**src/rtl/unidade_flags_pkg.sv**
```systemverilog
// Shared NZCV definitions: ALU class codes, flag bit positions and reset value.
// The condition validation unit uses the same package.
package unidade_flags_pkg;

    localparam logic [1:0] OP_ADD = 2'b00;
    localparam logic [1:0] OP_SUB = 2'b01;
    localparam logic [1:0] OP_LOG = 2'b10;
    localparam logic [1:0] OP_MOV = 2'b11;

    localparam int FLAG_N = 3;
    localparam int FLAG_Z = 2;
    localparam int FLAG_C = 1;
    localparam int FLAG_V = 0;

    localparam logic [3:0] FLAGS_RESET = 4'b0000;

endpackage

```
**src/rtl/unidade_flags_calculo_nzcv.sv**
```systemverilog
// Combinational NZCV computation from a captured ALU operation.
// V is passed through from v_prev for the logical and MOV/shift classes.
module calculo_nzcv
    import unidade_flags_pkg::*;
#(
    parameter int W = 32
) (
    input  logic [1:0]   op_classe,
    input  logic [W-1:0] a,
    input  logic [W-1:0] b,
    input  logic [W-1:0] r,
    input  logic         carry_shift,
    input  logic         v_prev,
    output logic [3:0]   nzcv
);

    logic [W-1:0] soma;
    logic         carry_add;

    // The sum wraps exactly when the unsigned result is smaller than an operand.
    assign soma      = a + b;
    assign carry_add = (soma < a);

    always_comb begin
        nzcv         = '0;
        nzcv[FLAG_N] = r[W-1];
        nzcv[FLAG_Z] = (r == '0);
        case (op_classe)
            OP_ADD: begin
                nzcv[FLAG_C] = carry_add;
                nzcv[FLAG_V] = (a[W-1] == b[W-1]) && (r[W-1] != a[W-1]);
            end
            OP_SUB: begin
                nzcv[FLAG_C] = (a >= b);
                nzcv[FLAG_V] = (a[W-1] != b[W-1]) && (r[W-1] != a[W-1]);
            end
            default: begin
                nzcv[FLAG_C] = carry_shift;
                nzcv[FLAG_V] = v_prev;
            end
        endcase
    end

endmodule

```
**src/rtl/unidade_flags.sv**
```systemverilog
// NZCV flags producer: two-stage capture/commit pipeline, MSR-style direct
// write and a one-deep exception shadow register.
module unidade_flags #(
    parameter int         W           = 32,
    parameter logic [3:0] FLAGS_RESET = unidade_flags_pkg::FLAGS_RESET
) (
    input  logic         Clock,
    input  logic         Reset,
    input  logic         Valido,
    input  logic         SetFlags,
    input  logic         Inibe,
    input  logic [1:0]   OpClasse,
    input  logic [W-1:0] OperandoA,
    input  logic [W-1:0] OperandoB,
    input  logic [W-1:0] Resultado,
    input  logic         CarryShift,
    input  logic         EscreveFlags,
    input  logic [3:0]   FlagsIn,
    input  logic         SalvaFlags,
    input  logic         RestauraFlags,
    output logic [3:0]   FlagsNZCV,
    output logic         FlagsPendente,
    output logic [3:0]   FlagsSalvas
);

    import unidade_flags_pkg::*;

    logic         st_valid;
    logic [1:0]   st_op;
    logic [W-1:0] st_a;
    logic [W-1:0] st_b;
    logic [W-1:0] st_r;
    logic         st_cs;

    logic         captura;
    logic         descarta;
    logic [3:0]   flags_calc;
    logic [3:0]   flags_eff;
    logic [3:0]   flags_next;

    calculo_nzcv #(.W(W)) u_calc (
        .op_classe   (st_op),
        .a           (st_a),
        .b           (st_b),
        .r           (st_r),
        .carry_shift (st_cs),
        .v_prev      (FlagsNZCV[FLAG_V]),
        .nzcv        (flags_calc)
    );

    assign captura  = Valido && SetFlags && !Inibe;
    // A direct write or restore supersedes whatever is staged.
    assign descarta = RestauraFlags || EscreveFlags;

    // Value the flags hold once the in-flight update lands; saved on exception entry.
    assign flags_eff = st_valid ? flags_calc : FlagsNZCV;

    always_comb begin
        flags_next = FlagsNZCV;
        if (RestauraFlags)
            flags_next = FlagsSalvas;
        else if (EscreveFlags)
            flags_next = FlagsIn;
        else if (st_valid)
            flags_next = flags_calc;
    end

    always_ff @(posedge Clock or negedge Reset) begin
        if (!Reset) begin
            st_valid <= 1'b0;
            st_op    <= '0;
            st_a     <= '0;
            st_b     <= '0;
            st_r     <= '0;
            st_cs    <= 1'b0;
        end else begin
            st_valid <= captura && !descarta;
            if (captura) begin
                st_op <= OpClasse;
                st_a  <= OperandoA;
                st_b  <= OperandoB;
                st_r  <= Resultado;
                st_cs <= CarryShift;
            end
        end
    end

    always_ff @(posedge Clock or negedge Reset) begin
        if (!Reset) begin
            FlagsNZCV   <= FLAGS_RESET;
            FlagsSalvas <= FLAGS_RESET;
        end else begin
            FlagsNZCV <= flags_next;
            if (SalvaFlags)
                FlagsSalvas <= flags_eff;
        end
    end

    assign FlagsPendente = st_valid;

endmodule

```
**config.mk**
```make
export PLATFORM = sky130hd
export DESIGN_NAME = unidade_flags
export DESIGN_NICKNAME = d
export VERILOG_FILES = /design/src/rtl/unidade_flags_pkg.sv /design/src/rtl/unidade_flags_calculo_nzcv.sv /design/src/rtl/unidade_flags.sv
export SDC_FILE = /design/constraint.sdc
export NUM_CORES = 1
export LEC_CHECK = 0
export CAP_MARGIN = 40
export CORE_MARGIN = 2
export CORE_UTILIZATION = 35
export DETAILED_ROUTE_END_ITERATION = 16
export DONT_BUFFER_PORTS = 1
export PLACE_DENSITY_LB_ADDON = 0.2
export SLEW_MARGIN = 20
export SYNTH_ARGS = -nofsm -noshare
export SYNTH_HDL_FRONTEND = slang
export SYNTH_SLANG_ARGS = --single-unit
```
**constraint.sdc**
```tcl
create_clock -name Clock -period 5.65 [get_ports Clock]
set_clock_uncertainty 0.2 [all_clocks]
set_input_delay 0.2825 -clock Clock [delete_from_list [all_inputs] [get_ports Clock]]
set_output_delay 0.2825 -clock Clock [all_outputs]
set_load 0.005 [all_outputs]
```
# Yosys cells after proc, flatten, opt, wreduce, memory -nomap -nowiden
# Index checks and enable logic that the tools add are counted.
word_totals:
  regBits: 108
  in_bits: 111
  output_inout_bits: 9
  word_cells: 29
op_classes:
  n_eq_ne: 4
  muxes: 4
  n_reduce_logical: 10
  add_sub_neg: 1
  n_lt_le_gt_ge: 2
ops:
  columns: ["cell", "count"]
  rows:
  - ["$add A32 B32 Y32", 1]
  - ["$ge A32 B32 Y1", 1]
  - ["$logic_not A32 Y1", 1]
  - ["$lt A32 B32 Y1", 1]
  - ["$mux W4", 3]
  - ["$logic_and A1 B1 Y1", 5]
  - ["$pmux W2 S2", 1]
  - ["$eq A2 B1 Y1 const B", 1]
  - ["$logic_not A1 Y1", 2]
  - ["$logic_not A2 Y1", 1]
  - ["$ne A1 B1 Y1", 2]
  - ["$eq A1 B1 Y1", 1]
  - ["$logic_or A1 B1 Y1", 1]

# Longest topological paths before layout
# Gate-level depths: netlist (run 1).
depth:
  ltp_word: 6
  ltp_mapped: 19
  depth_no_buf: 19

# Hierarchy
# A second synthesis (run 1) with hierarchy kept.
unflattened:
  cells_unflattened: 740
  hier_area_um2: 8126.5
by_module_without_submodules:
  columns: ["module", "cells_per_inst", "seq_area_each_um2", "instances", "area_each_um2"]
  rows:
  - ["unidade_flags", 248, 2702.6, 1, 4610.7]
  - ["calculo_nzcv", 492, 0.0, 1, 3515.9]

# Worst setup path after synthesis (run 1)
# Ideal clock, no wire load.
synth_timing:
  path_type: "register -> register"
  from: "register st_a[0]"
  to: "register FlagsNZCV[1]"
  slack_ns: 1.573
  stages_incl_launch_ff: 18
  path_buffers: 0
  arrival_ns: 3.782
  setup_ns: 0.095
  t_required_ns: 5.355
  synth_period_minus_slack_ns: 4.077
  cell_sequence: "dfrtp_1 -> ha_1 -> fa_1 -> nor2b_1 -> o21ai_0 -> a21oi_1 -> o31ai_4 -> nand3_2 -> a311oi_2 -> o41ai_2 -> a21oi_1 -> xor2_1 -> ha_1 -> a21o_1 -> a2111oi_0 -> o211a_1 -> a22oi_1 -> o31ai_1"
synth_via:
  elab_chain_len: 6
  elab_cells_between_ends: 7
  cone_classes: "add/sub: 1; order compare: 2; mux: 4"
synth_rtl:
  columns: ["item", "line", "source"]
  rows:
  - ["from (decl)", "unidade_flags.sv:30", "logic [W-1:0] st_a;"]
  - ["from (signal assigned)", "unidade_flags.sv:80", "st_a <= OperandoA;"]
  - ["$add A32 B32 Y32", "unidade_flags_calculo_nzcv.sv:21", "assign soma = a + b;"]
  - ["$lt A32 B32 Y1", "unidade_flags_calculo_nzcv.sv:22", "assign carry_add = (soma < a);"]
  - ["$pmux W2 S2 (*)", "unidade_flags_calculo_nzcv.sv:28", "case (op_classe)"]
  - ["$mux W4 (*)", "unidade_flags.sv:64", "else if (st_valid)"]
  - ["$mux W4 (*)", "unidade_flags.sv:62", "else if (EscreveFlags)"]
  - ["$mux W4 (*)", "unidade_flags.sv:60", "if (RestauraFlags)"]
  - ["via flags_next[1]", "unidade_flags.sv:39", "logic [3:0] flags_next;"]
  - ["to (signal assigned)", "unidade_flags.sv:93", "FlagsNZCV <= flags_next;"]
  - ["to (decl)", "unidade_flags.sv:21", "output logic [3:0] FlagsNZCV,"]
# Mark *: on every way through the listed nets, which the timed path passes. The rest lies on a longest branch.
# A chain may end at the register's enable or synchronous reset.

# Final worst setup path (run 1)
# Ends and elaborated chain as after synthesis.

==> metrics, run 1 <==
outcome=finished, final reports clean; P_leak=4.13 nW; # H-tree levels=3; post-synthesis compound-gate area fraction=11.9%; top post-synthesis cells by count=dfrtp_1 (108), mux2_2 (103), ha_1 (93), inv_1 (88), a21oi_1 (47); CTS tree=done; Yosys top cell by area=dfrtp_1; num rows=52; simple-gate area share of the yosys netlist=9.26%; clock latency on the worst-skew pair=0.36 ns; worst-case vdd ir drop=0.137 mV; Vias=5,383; Distinct cells, synth=59; synth warn=0; post-CTS sizing=0; Mapped Cells=708; kind of critical path=reg2reg; Crit. End Element=flip-flop; crit path launch type=flip-flop; Adder-Cell Fraction of Synth Area=between 15 and 20%; Async S/R FF share, synth=100%; clock sink count=108; RSZ-0062 raised after global routing=no; DIE WIDTH=149 um; final worst-path cycle share=90.2%; # setup viols final=0; largest family of logic cells by synthesized area=multiplexers; RR Startpoint=st_a[0]$_DFFE_PN0P_; register area share after synthesis=between 30% and 40%; hpwl dp=13.0 mm; Synth area leaders=dfrtp_1 (37%), ha_1 (16%), mux2_2 (16%); first-pass GRT wire length=28.8 mm; Min Hold Slack=0.273 ns; mux cell area share after synthesis=16.2%; power per cell area=362 mW/mm^2; DRT Wirelength=between 15 and 20 mm; Syn Nets=just over 900; Netlist Area Pre-Place=between 0.007 and 0.008 mm^2; final slew viol count=0; Primary FF master, synth=dfrtp_1; largest net degree at the start of global routing=~110; Synth Area in XOR/XNOR=around 3.8%; Setup TNS=0 ns; Avg Inst Size Synth=10.4 um^2; Vias per Instance=4.97; Overall Global Routing Usage=roughly 16%; Hold Fails Final Rpt=0; Ports=120; Clock Path Buffers=2; Post-synth EDFFs=0; antenna violations before repair=1; Slew HR=59.1%; Root Buffer=clkbuf_16; most frequent cell after synthesis=dfrtp_1; WP data required=5.75 ns; Area Overhead vs Synth=23.0%; chip height=approximately 150 um; slew of the pin with the lowest slew margin=0.608 ns; post-DR wirelength/cell=~16 um; Routed Antenna Nets=0; DRC errors left=0; number of max-cap violations=0; clock slew at reported path FFs=0.08 ns; core area=0.0204 mm^2; Final min period=5.09 ns; critical path capture point=FlagsNZCV[1]$_DFF_PN0_; Worst EP arrival=5.19 ns; DIE AREA=~0.022 mm^2; Synth top area share=36.8%; DRT Pass-1 Iters=4; reg2reg path depth=18; Crit. Startpoint=st_a[0]$_DFFE_PN0P_; routability cong.=0.839; fillers=1,965; initial core utilization=35.9%; Max Fclk=0.196 GHz; Nets=1,012; gr ovfl total=0; HP Class=in2async; TritonCTS Buffers=9; FF-to-FF setup slack=around 0.56 ns; share of layout cells above drive strength 1=between 10% and 20%; vias in the first global route=5,762; reg2reg end=FlagsNZCV[1]$_DFF_PN0_; worst-path maximum fanout=3; Yosys reg bits=108; Port Buffers=0; 1st-iter DRT viols=190
## report_power, final
part | internal (mW) | switching, mW | leakage (nW) | total (mW)
registers | 0.919 | 0.136 | 1.28 | 1.06
logic | 0.744 | 0.821 | 2.70 | 1.56
clock network | 0.325 | 0.322 | 0.147 | 0.648
total | 1.99 | 1.28 | 4.13 | 3.27
## sequential cells by signal, summed over array words and instances (netlist names)
register	flops
st_a	32
st_op	2
FlagsPendente	1
FlagsNZCV	4
st_cs	1
st_r	32
FlagsSalvas	4
st_b	32
## area by class of cell
| class | instances | area, um^2 | share of cell area [%] |
|---|---|---|---|
| inverters | 89 | 334 | 3.70 |
| diodes | 1 | 2.50 | 0.0277 |
| well taps | 270 | 338 | 3.74 |
| multi-input cells | 487 | 4200 | 46.6 |
| flip-flops and latches | 108 | 2700 | 29.9 |
| clock inverters | 6 | 61.3 | 0.679 |
| repair buffers | 112 | 1140 | 12.7 |
| clock buffers | 10 | 239 | 2.65 |
## kinds of logic (layout without fill, tap and decap cells)
group	after synthesis	count (layout)
simple gates	126	126
buf+inv	113	217
fa+ha+maj	94	94
compound gates	129	129
mux	106	106
other cells	0	1
xor+xnor	32	32
flops	108	108
## critical path: stages (launching register included)
cell and delay (ns):
dfrtp_1 0.40, ha_1 0.22, fa_1 0.43, nor2b_1 0.17, o21ai_0 0.32, a21oi_1 0.19, o31ai_4 0.28, nand3_2 0.15
a311oi_2 0.33, o41ai_2 0.09, a21oi_1 0.20, xor2_1 0.17, ha_1 0.26, a21o_1 0.15, a2111oi_0 0.40, o211a_1 0.21
a22oi_1 0.08, o31ai_1 0.21, dlygate4sd3_1 0.57
## metal layers
| metal | up-vias | part of all wire (%) | global-route usage (%) |
|---|---|---|---|
| li1 | 2673 | - | - |
| met1 | 2603 | 44 | 20.0 |
| met2 | 86 | 52 | 28.8 |
| met3 | 21 | 2.8 | 2.54 |
| met4 | 0 | 2.0 | 5.38 |
| met5 | - | 0 | 0 |
## placed cells by master (no fill, tap or decap), drive strengths merged, types with 9 or more instances in the layout
| master | instances |
|---|---|
| a21o | 9 |
| a21oi | 47 |
| clkbuf | 10 |
| dfrtp | 108 |
| dlygate4sd3 | 108 |
| ha | 93 |
| inv | 93 |
| mux2 | 103 |
| nand2 | 13 |
| nand4 | 11 |
| nor2 | 38 |
| nor2b | 12 |
| nor3 | 10 |
| nor4 | 16 |
| o21ai | 20 |
| o21bai | 14 |
| xnor2 | 25 |
## repair_timing
action / 4_1_cts / 5_1_grt
endpoints found under the hold margin: 216 / 0
buffers inserted: 0 / 0
hold buffers: 109 / 0
## per-stage QoR
step	cell area, um^2	total power, mW	utilization [%]	cells	setup slack [ns]
floorplan	7340	2.21	-	708	1.57
global placement	7590	2.53	37.2	956	1.17
detailed placement	7610	2.55	37.3	957	1.09
CTS	9020	3.31	44.2	1082	0.547
global route	9020	3.57	44.2	1083	0.227
finish	9020	3.27	44.2	1083	0.556
## how the worst min path moves through the flow
stage,start,endpoint,slack [ns],cells after the start
2_1_floorplan,Reset,FlagsNZCV[0]$_DFF_PN0_,-0.21,0
3_3_place_gp,Reset,st_a[20]$_DFFE_PN0P_,-0.21,0
3_5_place_dp,Reset,st_a[20]$_DFFE_PN0P_,-0.20,0
4_1_cts,Valido,st_a[14]$_DFFE_PN0P_,0.31,3
5_1_grt,st_r[30]$_DFFE_PN0P_,st_r[30]$_DFFE_PN0P_,0.33,1
6_report,Reset,st_b[18]$_DFFE_PN0P_,0.27,2
No activity file was read; power rests on OpenSTA's default activity.
==> run 2: changes to the inputs <==
ABC_AREA = 1   (was unset)
==> metrics, run 2 <==
DRT Pass-1 Iters=5 (+1); chip height=151 um (+1.8%); post-DR wirelength/cell=14.1 um (-10%); top post-synthesis cells by count=inv_1 (147), nand2_1 (140), nor2_1 (131), a21oi_1 (121), dfrtp_1 (108); Overall Global Routing Usage=17.3% (+1.2 points); Hold Fails Final Rpt=0 (unchanged); routability cong.=0.928 (+11%); commonest non-fill, non-tap cell in the layout=inv_1; Slew HR=48.9% (-10 points); DIE AREA=0.0229 mm^2 (+3.5%); Synth top area share=35.5% (-1.3 points); synth warn=0 (unchanged); Clock Path Buffers=2 (unchanged); # setup viols final=0 (unchanged); clock latency on the worst-skew pair=0.36 ns (about the same); Max Fclk=0.274 GHz (+40%); WP data required=5.70 ns (-0.05 ns); final slew viol count=0 (unchanged); num rows=53 (+1.9%); DRT Wirelength=18.8 mm (+10%); Synth area leaders=dfrtp_1 (36%), ha_1 (15%), a21oi_1 (8.0%); kind of critical path=reg2reg; Port Buffers=0 (unchanged); Ports=120 (unchanged); sw frac=41.7% (+2.5 points); reg2reg end=FlagsNZCV[1]$_DFF_PN0_; Post-synth EDFFs=0 (unchanged); slew of the pin with the lowest slew margin=0.767 ns (+0.158 ns); HP Class=in2async; TritonCTS Buffers=9 (unchanged); logic gate share of total power=46.9% (-1.0 points); clock network power share=20.7% (+0.9 points); outcome=finished, final reports clean; reg2reg path depth=24 (+6); largest net degree at the start of global routing=164 (+50%); Routed Antenna Nets=0 (unchanged); Vias=6,314 (+17%); core area=0.0212 mm^2 (+3.5%); Primary FF master, synth=dfrtp_1; vias in the first global route=6,455 (+12%); Area after DPL=0.00788 mm^2 (+3.5%); fillers=2,148 (+9.3%); Cell Int Power=1.79 mW (-10%); crit path launch type=flip-flop; CTS tree=done; clock sink count=108 (unchanged); Async S/R FF share, synth=100% (unchanged); worst-path maximum fanout=3 (unchanged); # H-tree levels=3 (unchanged); RSZ-0062 raised after global routing=no; gr ovfl total=0 (unchanged); register area share after synthesis=35.5% (-1.3 points); number of max-cap violations=0 (unchanged); Avg Inst Size Synth=7.96 um^2 (-23%); post-CTS setup buffer count=0 (unchanged); Yosys top cell by area=dfrtp_1; first-pass GRT wire length=31.5 mm (+9.3%); Mapped Cells=955 (+35%); Area Overhead vs Synth=21.9%; Syn Nets=1,160 (+27%); DIE WIDTH=151 um (+1.8%); Root Buffer=clkbuf_16; RR Startpoint=st_b[0]$_DFFE_PN0P_; worst-case vdd ir drop=0.181 mV (+32%); power per cell area=330 mW/mm^2 (-8.8%); most frequent cells in the layout=inv_1 (147), nand2_1 (140), nor2_1 (131); Flop pwr share=32.4% (about the same); hpwl dp=14.2 mm (+8.8%); P_leak=4.65 nW (+13%); Netlist Area Pre-Place=0.00761 mm^2 (+3.6%); final worst-path cycle share=64.5% (-26 points); initial core utilization=36.0% (about the same); fin area=0.00927 mm^2 (+2.7%); Worst EP arrival=3.69 ns (-1.50 ns); Yosys reg bits=108 (unchanged); most frequent cell after synthesis=inv_1; Final min period=3.65 ns (-1.45 ns); Psw=1.27 mW (-0.31%); 1st-iter DRT viols=196 (+3.2%); clock slew at reported path FFs=0.07 ns (about the same); Setup TNS=0 ns (unchanged); top flop regs=st_a: 32 flops, st_b: 32 flops, st_r: 32 flops; Vias per Instance=4.73 (-4.8%); Crit. End Element=flip-flop; Distinct cells, synth=42 (-29%); Nets=1,260 (+25%); FF-to-FF setup slack=2.00 ns (+1.45 ns); DRC errors left=0 (unchanged); antenna violations before repair=1 (unchanged); share of layout cells above drive strength 1=8.03% (-9.2 points)
-- run 2: cell types whose count changed after synthesis, moves of 11 or more --
| cell | change |
|---|---|
| inv_1 | +59 |
| nand2_1 | +127 |
| mux2_2 | -67 |
| a21oi_1 | +74 |
| nor2b_1 | -12 |
| xnor2_1 | -20 |
| o21bai_1 | -11 |
| xor2_1 | +17 |
| nor2_1 | +93 |
| nand3_1 | +14 |
-- run 2: power by group through the flow --
stage	clock (mW)	sequential [mW]	combinational (mW)
after global routing	0.682	1.01	1.66
after CTS	0.657	0.992	1.45
after detailed placement	0	1.01	1.36
after global placement	0	1.00	1.36
final	0.634	0.992	1.43
after floorplan	0	0.980	1.07
-- run 2: layer usage --
metal	global-route usage, %	wire (um)
met4	3.60	136
met2	29.2	8890
met5	0	0
met3	4.04	838
met1	22.7	8970
-- run 2: cell type report --
type / instances / area [um^2] / area share (%)
Multi-Input combinational cell: 670 / 4230 / 45.6
Sequential cell: 108 / 2700 / 29.1
Timing Repair Buffer: 110 / 1130 / 12.2
Inverter: 156 / 586 / 6.32
Tap cell: 275 / 344 / 3.71
Clock buffer: 9 / 225 / 2.43
Clock inverter: 6 / 57.6 / 0.621
Antenna cell: 1 / 2.50 / 0.0270
-- run 2: through the flow --
step	worst slack [ns]	hold WS, ns	total power, mW	utilization (%)	instances
2_1_floorplan	2.55	-0.213	2.05	-	955
3_3_place_gp	2.13	-0.209	2.36	37.2	1210
3_5_place_dp	2.06	-0.207	2.36	37.2	1210
4_1_cts	2.02	0.309	3.10	43.8	1334
5_1_grt	1.69	0.332	3.35	43.8	1335
6_report	2.00	0.287	3.06	43.8	1335
-- run 2: logic make-up after synthesis --
kind of cell / after synthesis / share of synthesized area (%)
compound gates: 187 / 13.9
xor+xnor: 29 / 3.34
fa+ha+maj: 94 / 15.6
buf+inv: 177 / 8.92
flops: 108 / 35.5
mux: 36 / 5.33
simple gates: 324 / 17.4
-- run 2: worst max path at each step --
stage                                    from                endpoint  slack, ns  cells past startpoint
after floorplan           st_a[0]$_DFFE_PN0P_  FlagsNZCV[1]$_DFF_PN0_       2.55                     24
after global placement    st_b[0]$_DFFE_PN0P_  FlagsNZCV[1]$_DFF_PN0_       2.13                     24
after detailed placement  st_b[0]$_DFFE_PN0P_  FlagsNZCV[1]$_DFF_PN0_       2.06                     24
after CTS                 st_b[0]$_DFFE_PN0P_  FlagsNZCV[1]$_DFF_PN0_       2.02                     24
after global routing      st_b[0]$_DFFE_PN0P_  FlagsNZCV[1]$_DFF_PN0_       1.69                     24
final                     st_b[0]$_DFFE_PN0P_  FlagsNZCV[1]$_DFF_PN0_       2.00                     24
-- run 2: worst max-delay path, stage by stage, from the launching register on --
cell	delay [ns]
dfrtp_1	0.40
ha_1	0.22
fa_1	0.43
nand3_1	0.14
nand2_1	0.09
nand3_1	0.09
nand3_1	0.16
nand2_1	0.10
nand2_1	0.09
a21oi_1	0.19
xor2_1	0.10
ha_1	0.29
nand2_1	0.05
nor2_1	0.14
nand4_1	0.18
nor3_1	0.18
nand2_1	0.08
nand3_1	0.06
nand2_1	0.05
inv_1	0.05
nand2_1	0.04
nand2_1	0.07
nand2_1	0.05
nand2_1	0.06
nand2_1	0.04
-- run 2: repair_timing --
item,CTS,global route
hold endpoints to repair,216,0
setup endpoints to repair,0,0
hold buffers,109,0
resized for setup,0,0
